==> src/rtl/ifac8_twiddle_rot_pipe.sv <==
// Streaming conjugate-twiddle rotator for the 8-point IFFT path: dout = din * e^{+j*2*pi*k/8}.
// Two-stage valid/ready pipeline; k steps once per BLK accepted beats and resyncs on in_sof.
module ifac8_twiddle_rot_pipe #(
  parameter int unsigned DIN_W  = 14,
  parameter int unsigned DOUT_W = 16,
  parameter int unsigned BLK    = 1
) (
  input  logic                     clk,
  input  logic                     rst_n,
  input  logic                     in_valid,
  output logic                     in_ready,
  input  logic                     in_sof,
  input  logic signed [DIN_W-1:0]  din_R,
  input  logic signed [DIN_W-1:0]  din_Q,
  output logic                     out_valid,
  input  logic                     out_ready,
  output logic                     out_sof,
  output logic [2:0]               out_k,
  output logic signed [DOUT_W-1:0] dout_R,
  output logic signed [DOUT_W-1:0] dout_Q
);

  localparam int unsigned CW = 3 + $clog2(BLK);
  localparam int unsigned MW = DIN_W + 10;

  logic                 en;
  logic                 acc;
  logic [CW-1:0]        cnt;
  logic [2:0]           k_cur;
  logic signed [9:0]    c_r;
  logic signed [9:0]    c_q;
  logic signed [MW-1:0] m_r;
  logic signed [MW-1:0] m_q;
  logic signed [MW-1:0] rnd_r;
  logic signed [MW-1:0] rnd_q;

  logic                 s1_valid;
  logic                 s1_sof;
  logic [2:0]           s1_k;
  logic signed [MW-1:0] s1_m_r;
  logic signed [MW-1:0] s1_m_q;

  assign en       = out_ready | ~out_valid;
  assign in_ready = en;
  assign acc      = in_valid & en;
  // The sof beat itself always rotates by k=0, regardless of where the counter was.
  assign k_cur    = in_sof ? 3'd0 : cnt[CW-1 -: 3];

  always_comb begin
    c_r = '0;
    c_q = '0;
    unique case (k_cur)
      3'd0: begin c_r =  10'sd256; c_q =  10'sd0;   end
      3'd1: begin c_r =  10'sd181; c_q =  10'sd181; end
      3'd2: begin c_r =  10'sd0;   c_q =  10'sd256; end
      3'd3: begin c_r = -10'sd181; c_q =  10'sd181; end
      3'd4: begin c_r = -10'sd256; c_q =  10'sd0;   end
      3'd5: begin c_r = -10'sd181; c_q = -10'sd181; end
      3'd6: begin c_r =  10'sd0;   c_q = -10'sd256; end
      3'd7: begin c_r =  10'sd181; c_q = -10'sd181; end
      default: begin c_r = '0; c_q = '0; end
    endcase
  end

  always_comb begin
    m_r   = MW'(c_r) * MW'(din_R) - MW'(c_q) * MW'(din_Q);
    m_q   = MW'(c_r) * MW'(din_Q) + MW'(c_q) * MW'(din_R);
    // Round half up: add half an LSB of the Q8 result before the arithmetic shift.
    rnd_r = (s1_m_r + MW'(128)) >>> 8;
    rnd_q = (s1_m_q + MW'(128)) >>> 8;
  end

  always_ff @(posedge clk or negedge rst_n) begin
    if (!rst_n) begin
      cnt       <= '0;
      s1_valid  <= 1'b0;
      s1_sof    <= 1'b0;
      s1_k      <= '0;
      s1_m_r    <= '0;
      s1_m_q    <= '0;
      out_valid <= 1'b0;
      out_sof   <= 1'b0;
      out_k     <= '0;
      dout_R    <= '0;
      dout_Q    <= '0;
    end else begin
      if (acc) begin
        cnt <= in_sof ? CW'(1) : cnt + CW'(1);
      end
      if (en) begin
        s1_valid  <= in_valid;
        s1_sof    <= in_sof & in_valid;
        s1_k      <= k_cur;
        s1_m_r    <= m_r;
        s1_m_q    <= m_q;
        out_valid <= s1_valid;
        out_sof   <= s1_sof;
        out_k     <= s1_k;
        dout_R    <= DOUT_W'(rnd_r);
        dout_Q    <= DOUT_W'(rnd_q);
      end
    end
  end

endmodule

==> config.mk <==
export PLATFORM = sky130hd
export DESIGN_NAME = ifac8_twiddle_rot_pipe
export DESIGN_NICKNAME = d
export VERILOG_FILES = /design/src/rtl/ifac8_twiddle_rot_pipe.sv
export SDC_FILE = /design/constraint.sdc
export NUM_CORES = 1
export LEC_CHECK = 0
export BUFFER_PORTS_ARGS = -buffer_cell sky130_fd_sc_hd__buf_2
export CAP_MARGIN = 20
export CORE_UTILIZATION = 45
export CTS_BUF_LIST = sky130_fd_sc_hd__clkbuf_8 sky130_fd_sc_hd__clkbuf_16
export CTS_CLUSTER_SIZE = 28
export DETAILED_ROUTE_END_ITERATION = 8
export GPL_ROUTABILITY_DRIVEN = 0
export PLACE_DENSITY = 0.61
export SLEW_MARGIN = 25
export SYNTH_ARGS = -nofsm -noshare
export SYNTH_HDL_FRONTEND = slang
export SYNTH_SLANG_ARGS = --single-unit
==> constraint.sdc <==
create_clock -name clk -period 10.43 [get_ports clk]
set_clock_uncertainty 0.05 [all_clocks]
set_input_delay 3.129 -clock clk [delete_from_list [all_inputs] [get_ports clk]]
set_output_delay 3.129 -clock clk [all_outputs]
set_load 0.005 [all_outputs]
==> reports/metrics.cfg <==
[detailed_routing]
drt_iter0_drc = 886
wl_per_cell_um = 16.7
via_per_inst = 4.89
first_pass_iters = 5
drt_wl_total_mm = 49.6
drc = 0
vias = 14500
antenna_left = 0

[sta]
period_needed_ns = 10.18
finalCritPeriodShare_pct = 97.6
fmax_mhz = 98.2
grt_setup_unrepaired = false
max_slew.worst_pin.slew_ns = 0.904
hold_violations = 0
max-slew-margin-rel_pct = 39.7
setup_viol = 0
maxSlewViolCount = 0

[global_routing]
antenna_found_initial = 1
grt_pass1_vias = 15900
grtUsageTotal_pct = 22.2
grt_pass1_wl_mm = 84.4
grt_overflow = 0
grt_max_degree = 97

[clocking]
post_cts_resized = 0
clockRootBuffer = clkbuf_16
cts_inserted_buffers = 9
cts_tree = built
clk_pin_slew_ns = 0.07
htree_levels = 3
post-cts-setup-buffers = 0
cts.path.max_buffers = 2
clock-sinks = 79
cts-hold-fix-buffers = 0
clock_latency_ns = 0.37

[layout]
drive_gt1_share_pct = 7.47
final_cell_area_sq_um = 23500
final_nets = 3096
fillers = 4529
post-route-util_pct = 49.3
area_growth_pct = 8.03
multiInputGateArea_sq_um = 17000
seq_area_sq_um = 1980

[setup_path]
critPathKind = in2reg
required_ns = 10.63
end_kind = flop
r2r_slack_ns = 2.50
arrival_ns = 10.38
r2r_cells = 25
r2r-end = s1_m_r[19]$_DFFE_PN0N_
crit_path_start_kind = primary input
crit_path_max_fanout = 9
rr_startpoint = cnt[2]$_DFFE_PN0P_

[synth]
synth.top_cell.area_share_pct = 48.8
synthAdderAreaFrac_pct = 59.4
synth-warning-count = 0
synthSimpleGateAreaFrac_pct = 10.1
yosysTopAreaCell = fa_1
synth.avg_cell_area_sq_um = 9.61
syn_area_sq_um = 21700
synthMuxAreaShare_pct = 0.248
synth_top_family_by_area = adder cells
ys_ff_latch = 79
synth_seq_area_share_pct = 9.10
synthCells = 2261
synth_edf_count = 0
synth-xor-area-share_pct = 3.65
synth_fp_nets = 3007
ys_types = 55
synthTopCellsByArea = fa_1 (49%), inv_1 (12%), ha_1 (11%), dfrtp_1 (9.1%), nand2_1 (3.3%)
synth_compound_area_share_pct = 4.54
ys.flop_type = dfrtp_1
ys_async_sr_fraction_pct = 100

[flow_run]
cap_violations = 0

[floorplan]
initial_core_util_pct = 45.6
fp.dieW_um = 222
pin_count = 71
die_area_sq_um = 49200
coreArea_sq_um = 47600
rows = 80
die_h_um = 222

[worst_hold_path]
hold_class = reg2reg
whs_path_depth = 2
hp-start = dout_R[0]$_DFFE_PN0N_
min_to = dout_R[0]$_DFFE_PN0N_

[placement]
io_buffers = 70
place_area_sq_um = 23100
dp_hpwl_mm = 43.9

[outcome]
status = complete, no violations

-- layout make-up --
class                      instances  share of cell area [%]
clock buffer                       9                   0.959
antenna                            1                  0.0107
timing repair buffer             130                    3.53
multi-input combinational       1432                    72.2
sequential                        79                    8.43
tap                              615                    3.28
clock inverter                     7                   0.416
inverter                         698                    11.2
-- how the worst max path moves through the flow --
stage,startpoint,to,cells past startpoint
after floorplan,in_sof,s1_m_r[16]$_DFFE_PN0N_,28
after global placement,in_sof,s1_m_r[20]$_DFFE_PN0N_,26
after detailed placement,in_sof,s1_m_r[19]$_DFFE_PN0N_,26
after CTS,in_sof,s1_m_r[19]$_DFFE_PN0N_,26
after global routing,in_sof,s1_m_r[20]$_DFFE_PN0N_,26
final,in_sof,s1_m_r[19]$_DFFE_PN0N_,26
-- synthesized netlist by cell type (3+ instances only) --
library cell,count
inv_1,697
fa_1,530
nand2_1,190
ha_1,183
nor2_1,100
dfrtp_1,79
and2_1,71
xnor2_1,58
o21ai_0,50
clkbuf_1,48
a21oi_1,43
xor2_1,30
nand3_1,18
or2_2,18
and3_1,17
nand2b_1,15
a21o_1,13
nand4_1,9
or3_1,9
o21a_1,8
a211oi_1,5
nor2b_1,5
o211ai_1,5
a2111o_1,4
and4_1,4
nor3_1,4
o21bai_1,4
mux2_2,3
nand3b_1,3
o221a_2,3
-- layer usage --
metal	GRT usage, %	vias up	routed length, um
met5	0	-	0
met1	30.7	7420	21800
met4	6.38	0	1280
li1	-	6748	-
met3	3.47	55	2610
met2	36.3	305	23900
-- kinds of logic (layout without fill, tap and decap cells) --
logic type | count (synthesis) | count (layout)
AO/OA/AOI/OAI | 156 | 156
AND/OR/NAND/NOR | 469 | 469
XOR/XNOR | 89 | 89
flip-flops | 79 | 79
adder cells (fa/ha/maj) | 713 | 713
other | 0 | 1
multiplexers | 5 | 5
buffers and inverters | 750 | 844
-- stage by stage --
| stage | instances | setup slack, ns | hold WS (ns) | TNS, ns |
|---|---|---|---|---|
| after detailed placement | 2954 | -0.0882 | 0.402 | -0.212 |
| final | 2971 | 0.251 | 0.410 | 0 |
| after floorplan | 2261 | 0.0186 | 0.385 | 0 |
| after CTS | 2970 | 0.309 | 0.417 | 0 |
| after global routing | 2970 | 0.00514 | 0.435 | 0 |
| after global placement | 2954 | 0.0849 | 0.400 | 0 |
-- critical path, cell delays in order --
cell and delay [ns]:
buf_2 0.18, nand2b_1 0.19, inv_1 0.06, ha_1 0.23, mux2_4 0.36, buf_4 0.19, nand2_1 0.09, inv_1 0.06
fa_1 0.40, fa_1 0.58, inv_1 0.07, fa_1 0.55, inv_1 0.06, fa_1 0.50, inv_1 0.05, fa_1 0.52
inv_1 0.04, fa_1 0.50, fa_1 0.42, ha_1 0.20, or3_1 0.30, o41a_1 0.36, a221o_1 0.45, a31o_1 0.31
a2111o_1 0.44, o221a_2 0.14
-- state kept, by name, indices dropped and copies added (netlist names) --
register,count
s1_m_q,17
s1_m_r,17
dout_Q,16
dout_R,16
cnt,3
out_k,3
s1_k,3
out_sof,1
out_valid,1
s1_sof,1
s1_valid,1
-- layout by cell type (no fill, tap or decap), drive strengths merged, types with 18 or more instances in the layout --
| cell type | instances |
|---|---|
| nor2 | 100 |
| inv | 698 |
| or2 | 19 |
| xor2 | 30 |
| buf | 130 |
| xnor2 | 58 |
| o21ai | 52 |
| dfrtp | 79 |
| nand2 | 190 |
| ha | 183 |
| a21oi | 43 |
| fa | 530 |
| and2 | 71 |
| nand3 | 18 |
Power is not shown: default switching activity piles up to over one toggle a cycle in this logic, so the estimate is an artifact.
